$ cat config.mk
export PLATFORM = sky130hd
export DESIGN_NAME = bullet_manager
export DESIGN_NICKNAME = d
export VERILOG_FILES = /design/src/rtl/bullet_manager.sv
export SDC_FILE = /design/constraint.sdc
export NUM_CORES = 1
export LEC_CHECK = 0
export BUFFER_PORTS_ARGS = -buffer_cell sky130_fd_sc_hd__clkbuf_2
export CAP_MARGIN = 20
export CORE_MARGIN = 5
export CORE_UTILIZATION = 25
export CTS_CLUSTER_SIZE = 28
export DETAILED_ROUTE_END_ITERATION = 8
export PLACE_DENSITY = 0.39
export REMOVE_ABC_BUFFERS = 1
export SETUP_SLACK_MARGIN = 0.2
export SLEW_MARGIN = 20
export SYNTH_ARGS = -nofsm -noshare
export SYNTH_HDL_FRONTEND = slang
export SYNTH_SLANG_ARGS = --single-unit
$ cat constraint.sdc
create_clock -name Clk -period 3.95 [get_ports Clk]
set_input_delay 0.1975 -clock Clk [delete_from_list [all_inputs] [get_ports Clk]]
set_output_delay 0.1975 -clock Clk [all_outputs]
set_load 0.01 [all_outputs]
$ cat src/rtl/bullet_manager.sv
// Four-slot bullet pool: edge-triggered fire requests, per-frame movement,
// off-screen retirement, spawn cooldown and a restart clear.
module bullet_manager #(
    parameter int unsigned SPEED     = 8,
    parameter int unsigned COOLDOWN  = 10,
    parameter int unsigned X_MAX     = 639,
    parameter int unsigned SPAWN_OFS = 16
) (
    input  logic        Clk,
    input  logic        Reset_n,
    input  logic        frame_tick,
    input  logic        shoot,
    input  logic        restart,
    input  logic [9:0]  player_x,
    input  logic [9:0]  player_y,
    input  logic        facing,
    output logic [3:0]  bullet_valid,
    output logic [39:0] bullet_x,
    output logic [39:0] bullet_y,
    output logic [3:0]  bullet_dir,
    output logic        fire_event,
    output logic [2:0]  active_count
);
    localparam int unsigned N  = 4;
    localparam int unsigned XW = 10;
    localparam int unsigned IW = $clog2(N);
    localparam int unsigned CW = (COOLDOWN > 0) ? $clog2(COOLDOWN + 1) : 1;

    typedef enum logic {FREE = 1'b0, FLY = 1'b1} slot_state_e;

    slot_state_e       state_q [N];
    slot_state_e       state_d [N];
    logic [XW-1:0]     x_q [N];
    logic [XW-1:0]     x_d [N];
    logic [XW-1:0]     y_q [N];
    logic [XW-1:0]     y_d [N];
    logic              dir_q [N];
    logic              dir_d [N];
    logic              shoot_q;
    logic              armed_q;
    logic              pending_q, pending_d;
    logic [CW-1:0]     cool_q, cool_d;
    logic              spawn_c;
    logic [2:0]        count_d;
    logic              shoot_edge_c;
    logic [XW:0]       spawn_sum;
    logic [XW:0]       mv_sum;
    logic [XW-1:0]     spawn_x;
    logic              spawn_legal;
    logic              free_found;
    logic [IW-1:0]     free_idx;

    // armed_q suppresses a false edge when reset releases with shoot already held
    assign shoot_edge_c = armed_q & shoot & ~shoot_q;

    always_comb begin
        for (int i = 0; i < int'(N); i++) begin
            state_d[i] = state_q[i];
            x_d[i]     = x_q[i];
            y_d[i]     = y_q[i];
            dir_d[i]   = dir_q[i];
        end
        pending_d  = pending_q;
        cool_d     = cool_q;
        mv_sum     = '0;
        free_found = 1'b0;
        free_idx   = '0;
        count_d    = '0;

        spawn_sum   = (XW+1)'(player_x) + (XW+1)'(SPAWN_OFS);
        spawn_legal = facing ? (spawn_sum <= (XW+1)'(X_MAX))
                             : ((XW+1)'(player_x) >= (XW+1)'(SPAWN_OFS));
        spawn_x     = facing ? spawn_sum[XW-1:0] : (player_x - XW'(SPAWN_OFS));

        // Lowest-index free slot, sampled before this tick's retirements
        for (int i = int'(N) - 1; i >= 0; i--) begin
            if (state_q[i] == FREE) begin
                free_found = 1'b1;
                free_idx   = IW'(i);
            end
        end

        spawn_c = frame_tick & ~restart & pending_q & (cool_q == '0)
                & free_found & spawn_legal;

        if (restart) begin
            for (int i = 0; i < int'(N); i++) state_d[i] = FREE;
            pending_d = 1'b0;
            cool_d    = '0;
        end else if (frame_tick) begin
            for (int i = 0; i < int'(N); i++) begin
                if (state_q[i] == FLY) begin
                    if (dir_q[i]) begin
                        mv_sum = (XW+1)'(x_q[i]) + (XW+1)'(SPEED);
                        if (mv_sum > (XW+1)'(X_MAX)) state_d[i] = FREE;
                        else                         x_d[i] = mv_sum[XW-1:0];
                    end else begin
                        if ((XW+1)'(x_q[i]) < (XW+1)'(SPEED)) state_d[i] = FREE;
                        else                                  x_d[i] = x_q[i] - XW'(SPEED);
                    end
                end
            end
            if (spawn_c) begin
                state_d[free_idx] = FLY;
                x_d[free_idx]     = spawn_x;
                y_d[free_idx]     = player_y;
                dir_d[free_idx]   = facing;
                cool_d            = CW'(COOLDOWN);
            end else if (cool_q != '0) begin
                cool_d = cool_q - CW'(1);
            end
            // The tick consumes the old request; an edge in the same cycle is a new one
            pending_d = shoot_edge_c;
        end else begin
            pending_d = pending_q | shoot_edge_c;
        end

        for (int i = 0; i < int'(N); i++) begin
            count_d = count_d + 3'(state_d[i] == FLY);
        end
    end

    always_ff @(posedge Clk or negedge Reset_n) begin
        if (!Reset_n) begin
            for (int i = 0; i < int'(N); i++) begin
                state_q[i] <= FREE;
                x_q[i]     <= '0;
                y_q[i]     <= '0;
                dir_q[i]   <= 1'b0;
            end
            shoot_q      <= 1'b0;
            armed_q      <= 1'b0;
            pending_q    <= 1'b0;
            cool_q       <= '0;
            fire_event   <= 1'b0;
            active_count <= '0;
        end else begin
            for (int i = 0; i < int'(N); i++) begin
                state_q[i] <= state_d[i];
                x_q[i]     <= x_d[i];
                y_q[i]     <= y_d[i];
                dir_q[i]   <= dir_d[i];
            end
            shoot_q      <= shoot;
            armed_q      <= 1'b1;
            pending_q    <= pending_d;
            cool_q       <= cool_d;
            fire_event   <= spawn_c;
            active_count <= count_d;
        end
    end

    always_comb begin
        bullet_valid = '0;
        bullet_x     = '0;
        bullet_y     = '0;
        bullet_dir   = '0;
        for (int i = 0; i < int'(N); i++) begin
            bullet_valid[i]      = (state_q[i] == FLY);
            bullet_x[10*i +: 10] = x_q[i];
            bullet_y[10*i +: 10] = y_q[i];
            bullet_dir[i]        = dir_q[i];
        end
    end
endmodule
==> results.yml, run 1 <==
outcome:
  status: "finished clean"
floorplan:
  num_rows: 59
  die_w_um: 172.4
  die_h_um: 172.4
  core_um2: 25980
  dieArea_um2: 29710
  start_util_pct: 25.37
  ios: 118
global_route:
  grt_pass1_wl_mm: 37.25
  antenna_found_initial: 0
  grt_pass1_vias: 6240
  grt_max_degree: 48
  gr-total-overflow: 0
  grt_usage_pct: 16.05
timing:
  max_freq_ghz: 0.2786
  worst_slew_pin_slew_ns: 0.6813
  slew_violations: 0
  finalHoldViolCount: 0
  fin_setup_tns_ns: 0
  period_needed_ns: 3.590
  relSlewSlack_pct: 54.58
  rsz0062_at_grt: "false"
  period_share_pct: 90.88
  setup_viol: 0
  fin_worst_skew_ns: 0.01295
cells_and_area:
  nets: 939
  layout-drive-gt1-share_pct: 22.27
  final_cells: 1233
  syn2layout_area_growth_pct: 19.17
  n_antenna_cell: 0
clock_tree:
  tritoncts: "done"
  clock-root-buffer: "clkbuf_16"
  post_cts_buffers: 0
  cts_buffer_depth: 2
  cts_max_level: 3
  clkLatencyLatePin_ns: 0.36
  cts.sinks: 99
  cts-buffers-inserted: 9
  clk_pin_slew_ns: 0.08
critical_path:
  end_kind: "register"
  criticalPathCategory: "reg -> reg"
  crit_path_start: "bullet_x[33]"
  required_ns: 4.19
  rrSetupSlack_ns: 0.36
  crit_path_end: "active_count[1]"
  reg2reg_depth: 12
  start_kind: "register"
  worstPathArrival_ns: 3.83
  timing.rr.start: "bullet_x[33]"
  timing.rr.end: "active_count[1]"
  cp_max_fo: 8
placement:
  dp_cells: 1215
  place_congestion: 0.8350
  hpwl_mm: 17.16
  numPortBuffers: 117
logic_synthesis:
  synthArstFlopShare_pct: 100.0
  yosys.area.top_type_share_pct: 37.59
  synth-seq-area-share_pct: 37.59
  synth.avg_cell_area_um2: 8.260
  synthMostInstantiatedCell: "nand2_1"
  synth-edff-count: 0
  synth_commonest_cells: "165 x nand2_1, 99 x dfrtp_1, 58 x nor2_1"
  syn_inst: 798
  yosysTopAreaCell: "dfrtp_1"
  yosysUniqueCellTypes: 76
  synth_area_leaders: "dfrtp_1 38%, nand2_1 9.4%, ha_1 3.6%"
  synthesis.area_um2: 6591
  ys_warn_count: 0
  ys_ff_latch: 99
  synthFlopType: "dfrtp_1"
route:
  routed_wirelength_mm: 23.56
  post-route-drc-count: 0
  wl_per_cell_um: 19.11
  ant_nets: 0
  num_vias: 6336
  first_pass_iters: 5
  routed_via_density: 5.139
  drtIter0Drc: 480
power_and_ir_drop:
  seqPwrFrac_pct: 42.0
  p_clk_share_pct: 30.5
  netSwitchingFraction_pct: 37.02
  p_int_mw: 2.015
  power-per-cell-area_nw_per_um2: 407.3
  p_leak_nw: 3.768
  p_switching_mw: 1.184
  ir_worst_vdd_mv: 0.2735
  combPwrFrac_pct: 27.5
job:
  max_cap_violations: 0
min_path:
  holdCritPathClass: "in -> reg"
flip-flops by register name (all words and copies together), names as in the netlist:
signal        flops
bullet_x         40
cool_q            4
bullet_y         40
fire_event        1
active_count      3
bullet_valid      4
armed_q           1
bullet_dir        4
shoot_q           1
pending_q         1
layout make-up:
cell class / instances / area [um2]
inverter: 31 / 116.4
multi-input combinational: 609 / 3732
tap: 335 / 419.2
clock inverter: 7 / 95.09
sequential: 99 / 2479
clock buffer: 9 / 225.2
timing repair buffer: 143 / 788.3
fill: 2842 / 18130
per-stage QoR:
step / cell area [um2] / power, mW / setup slack, ns / utilization (%) / hold slack (ns)
after floorplan: 6324 / 1.848 / 0.4648 / - / -0.09809
after global placement: 7511 / 2.262 / 0.4649 / 28.90 / 0.2911
after detailed placement: 7511 / 2.241 / 0.3798 / 28.90 / 0.2815
after CTS: 7851 / 3.240 / 0.3393 / 30.21 / 0.06141
after global routing: 7855 / 3.432 / 0.2022 / 30.23 / 0.07227
final: 7855 / 3.199 / 0.3601 / 30.23 / 0.07640
critical path: stages, from the launching register on:
cell	delay [ns]
dfrtp_1	0.49
ha_1	0.30
and2_1	0.19
and4_1	0.23
xnor2_1	0.18
o22a_1	0.28
a221o_1	0.42
a21o_1	0.18
and2_1	0.17
fa_1	0.54
inv_1	0.05
ha_1	0.17
ha_1	0.28
cell usage in the layout, fill, tap and decap left out, types with 6 or more instances in the layout:
| master | instances |
|---|---|
| o21ai_0 | 23 |
| clkbuf_16 | 9 |
| and3_1 | 12 |
| a21oi_1 | 30 |
| dfrtp_1 | 98 |
| buf_4 | 25 |
| clkbuf_2 | 116 |
| a211oi_1 | 9 |
| mux2i_1 | 13 |
| nor4_1 | 7 |
| o22ai_1 | 9 |
| nand3_1 | 24 |
| nor2_1 | 58 |
| o31ai_1 | 9 |
| inv_1 | 31 |
| mux2_2 | 19 |
| nand2_1 | 165 |
| o221a_2 | 7 |
| a31oi_1 | 15 |
| xnor2_1 | 12 |
| nand2b_1 | 8 |
| and4_1 | 9 |
| o21a_1 | 6 |
| nor3_1 | 28 |
| xor2_1 | 9 |
| a221oi_1 | 6 |
| nand4_1 | 10 |
| ha_1 | 18 |
| and2_1 | 9 |
logic make-up (layout without fill, tap and decap cells):
kind of cell / after synthesis / count (layout) / share of synthesized area, %
buffers and inverters: 90 / 190 / 5.828
xor gates and xnor gates: 21 / 21 / 2.790
AOI/OAI and AO/OA: 174 / 174 / 18.89
and+or+nand+nor: 361 / 361 / 25.72
DFF: 99 / 99 / 37.59
adders and majority gates: 20 / 20 / 3.910
muxes: 32 / 32 / 5.220
other: 1 / 1 / 0.05689
metal layers:
metal | vias up | GRT usage, % | routed length [um]
met5 | - | 0 | 0
met4 | 0 | 2.495 | 181
li1 | 3038 | - | -
met1 | 3111 | 23.19 | 11380
met2 | 176 | 24.27 | 10420
met3 | 11 | 4.641 | 1578
power groups by stage:
stage          Sequential, mW  Combinational [mW]  Clock [mW]
3_3_place_gp             1.37               0.890           0
2_1_floorplan            1.38               0.465           0
3_5_place_dp             1.36               0.882           0
4_1_cts                  1.34               0.887        1.01
5_1_grt                  1.38               0.994        1.06
6_report                 1.34               0.880       0.974
what timing repair did:
action,4_1_cts,5_1_grt
setup endpoints to repair,0,2
gates resized for setup,0,3
hold endpoints to repair,46,0
hold buffers,2,0
worst min-delay path by stage:
stage | from | end | slack (ns) | cells after the start
after floorplan | Reset_n | active_count[0] | -0.1 | 0
after global placement | Reset_n | bullet_x[12] | 0.29 | 1
after detailed placement | Reset_n | bullet_y[36] | 0.28 | 1
after CTS | player_y[3] | bullet_y[33] | 0.06 | 3
after global routing | player_y[2] | bullet_y[2] | 0.07 | 3
final | player_y[0] | bullet_y[0] | 0.08 | 3
No activity file was read; power rests on OpenSTA's default activity.
==> run 2, diff against run 1 <==
--- a/config.mk
+++ b/config.mk
@@ -5,6 +5,7 @@
 export SDC_FILE = /design/constraint.sdc
 export NUM_CORES = 1
 export LEC_CHECK = 0
+export ABC_AREA = 1
 export BUFFER_PORTS_ARGS = -buffer_cell sky130_fd_sc_hd__clkbuf_2
 export CAP_MARGIN = 20
 export CORE_MARGIN = 5
==> results.yml, run 2 <==
outcome:
  status: "finished clean"
global_route:
  gr-total-overflow: 0
  grt_usage_pct: 14.95
  grt_max_degree: 44
  grt_pass1_wl_mm: 36.38
  antenna_found_initial: 1
  grt_pass1_vias: 6399
logic_synthesis:
  synthMostInstantiatedCell: "nand2_1"
  yosysTopAreaCell: "dfrtp_1"
  synthArstFlopShare_pct: 100.0
  synth.avg_cell_area_um2: 6.962
  synthesis.area_um2: 6684
  ys_ff_latch: 99
  yosys.area.top_type_share_pct: 37.06
  synth-edff-count: 0
  synth_commonest_cells: "303 x nand2_1, 118 x inv_1, 99 x dfrtp_1"
  synth-seq-area-share_pct: 37.06
  ys_warn_count: 0
  synth_area_leaders: "dfrtp_1 37%, nand2_1 17%, nand3_1 6.8%"
  yosysUniqueCellTypes: 39
  synthFlopType: "dfrtp_1"
  syn_inst: 960
cells_and_area:
  seq_area_um2: 2477
  final_common_cell: "nand2_1"
  n_fill_cell: 2877
  n_antenna_cell: 0
  layout_common_cells: "303 x nand2_1, 118 x inv_1, 116 x clkbuf_2"
  syn2layout_area_growth_pct: 17.82
  multi_input_area_um2: 3547
  nets: 1108
  layout-drive-gt1-share_pct: 16.49
clock_tree:
  clock-root-buffer: "clkbuf_16"
  cts-buffers-inserted: 9
  clkLatencyLatePin_ns: 0.36
  tritoncts: "done"
  cts.sinks: 99
  cts_max_level: 3
  cts_buffer_depth: 2
  clk_pin_slew_ns: 0.08
route:
  first_pass_iters: 5
  routed_wirelength_mm: 22.26
  ant_nets: 0
  post-route-drc-count: 0
  drtIter0Drc: 348
  routed_via_density: 4.540
  wl_per_cell_um: 15.88
  num_vias: 6365
min_path:
  hold_path_depth: 2
  holdCritPathClass: "in -> reg"
floorplan:
  start_util_pct: 25.50
  die_h_um: 173.5
  die_w_um: 173.5
  ios: 118
  core_um2: 26210
  dieArea_um2: 30110
  num_rows: 59
power_and_ir_drop:
  power-per-cell-area_nw_per_um2: 461.3
  total_power_mw: 3.632
  p_leak_nw: 4.142
  ir_worst_vdd_mv: 0.1980
timing:
  fin_setup_tns_ns: 0
  hold_slack_ns: 0.1176
  fin_worst_skew_ns: 0.01090
  worst_slew_pin_slew_ns: 1.019
  period_needed_ns: 3.274
  rsz0062_at_grt: "false"
  relSlewSlack_pct: 31.32
  max_freq_ghz: 0.3055
  finalHoldViolCount: 0
  slew_violations: 0
  period_share_pct: 82.88
  setup_viol: 0
job:
  max_cap_violations: 0
critical_path:
  end_kind: "register"
  required_ns: 4.19
  cp_max_fo: 9
  start_kind: "register"
  reg2reg_depth: 17
  criticalPathCategory: "reg -> reg"
  worstPathArrival_ns: 3.52
  crit_path_start: "bullet_x[3]"
  rrSetupSlack_ns: 0.68
  timing.rr.start: "bullet_x[3]"
  timing.rr.end: "active_count[1]"
  crit_path_end: "active_count[1]"
placement:
  numPortBuffers: 117
  place_congestion: 0.8617
  hpwl_mm: 16.28
run 2: worst min path at each step:
stage | start | end | slack, ns
6_report | restart | pending_q | 0.12
5_1_grt | restart | pending_q | 0.12
4_1_cts | restart | pending_q | 0.1
3_5_place_dp | Reset_n | bullet_y[14] | 0.21
3_3_place_gp | Reset_n | bullet_y[14] | 0.21
2_1_floorplan | Reset_n | active_count[0] | -0.1
run 2: area by class of cell:
type,count,share of cell area [%]
clock buffer,10,2.908
clock inverter,6,0.7626
inverter,127,6.117
multi-input combinational,699,45.04
sequential,99,31.46
tap,335,5.323
timing repair buffer,126,8.389
run 2: per-layer routing:
metal  routed length (um)  track usage [%]  up-vias
met1                10910            20.76     2937
met3                 1312            3.904       19
met5                   13                0        -
li1                     -                -     3260
met4                  238            2.993        2
met2                 9787            23.60      147
run 2: worst max-delay path: stages, from the launching register on:
cell,delay (ns)
dfrtp_1,0.53
inv_1,0.19
ha_1,0.34
nand2_1,0.07
nand2_1,0.05
nor2_1,0.09
nand2_1,0.06
nand3_1,0.08
nand2_1,0.14
nand2_2,0.17
nand2_1,0.11
nand2_1,0.13
nand2_1,0.06
a31oi_1,0.25
fa_1,0.46
inv_1,0.07
ha_1,0.14
ha_1,0.22
run 2: cells by family after synthesis:
| logic type | count (synthesis) | share of synthesized area, % |
|---|---|---|
| AO/OA/AOI/OAI | 136 | 10.88 |
| XOR/XNOR | 34 | 4.455 |
| adder cells (fa/ha/maj) | 20 | 3.856 |
| buffers and inverters | 162 | 9.865 |
| flip-flops | 99 | 37.06 |
| other | 1 | 0.05610 |
| AND/OR/NAND/NOR | 508 | 33.83 |
run 2: power breakdown:
| part | internal [mW] | leakage (nW) | switching (mW) |
|---|---|---|---|
| logic | 0.503 | 2.66 | 0.860 |
| registers | 1.15 | 1.35 | 0.224 |
| clock network | 0.442 | 0.134 | 0.451 |
| total | 2.10 | 4.14 | 1.53 |
run 2: timing repair:
action	in CTS	in global routing
hold endpoints to repair	36	0
setup buffers	0	0
gates resized for setup	0	0
hold buffers	2	0
run 2: through the flow:
step / instances / util, % / worst slack, ns / area (um2)
6_report: 1402 / 30.05 / 0.6762 / 7875
5_1_grt: 1402 / 30.05 / 0.3072 / 7875
4_1_cts: 1402 / 30.05 / 0.6810 / 7875
3_5_place_dp: 1384 / 28.87 / 0.6934 / 7566
3_3_place_gp: 1384 / 28.87 / 0.7737 / 7566
2_1_floorplan: 925 / - / 0.9116 / 6506
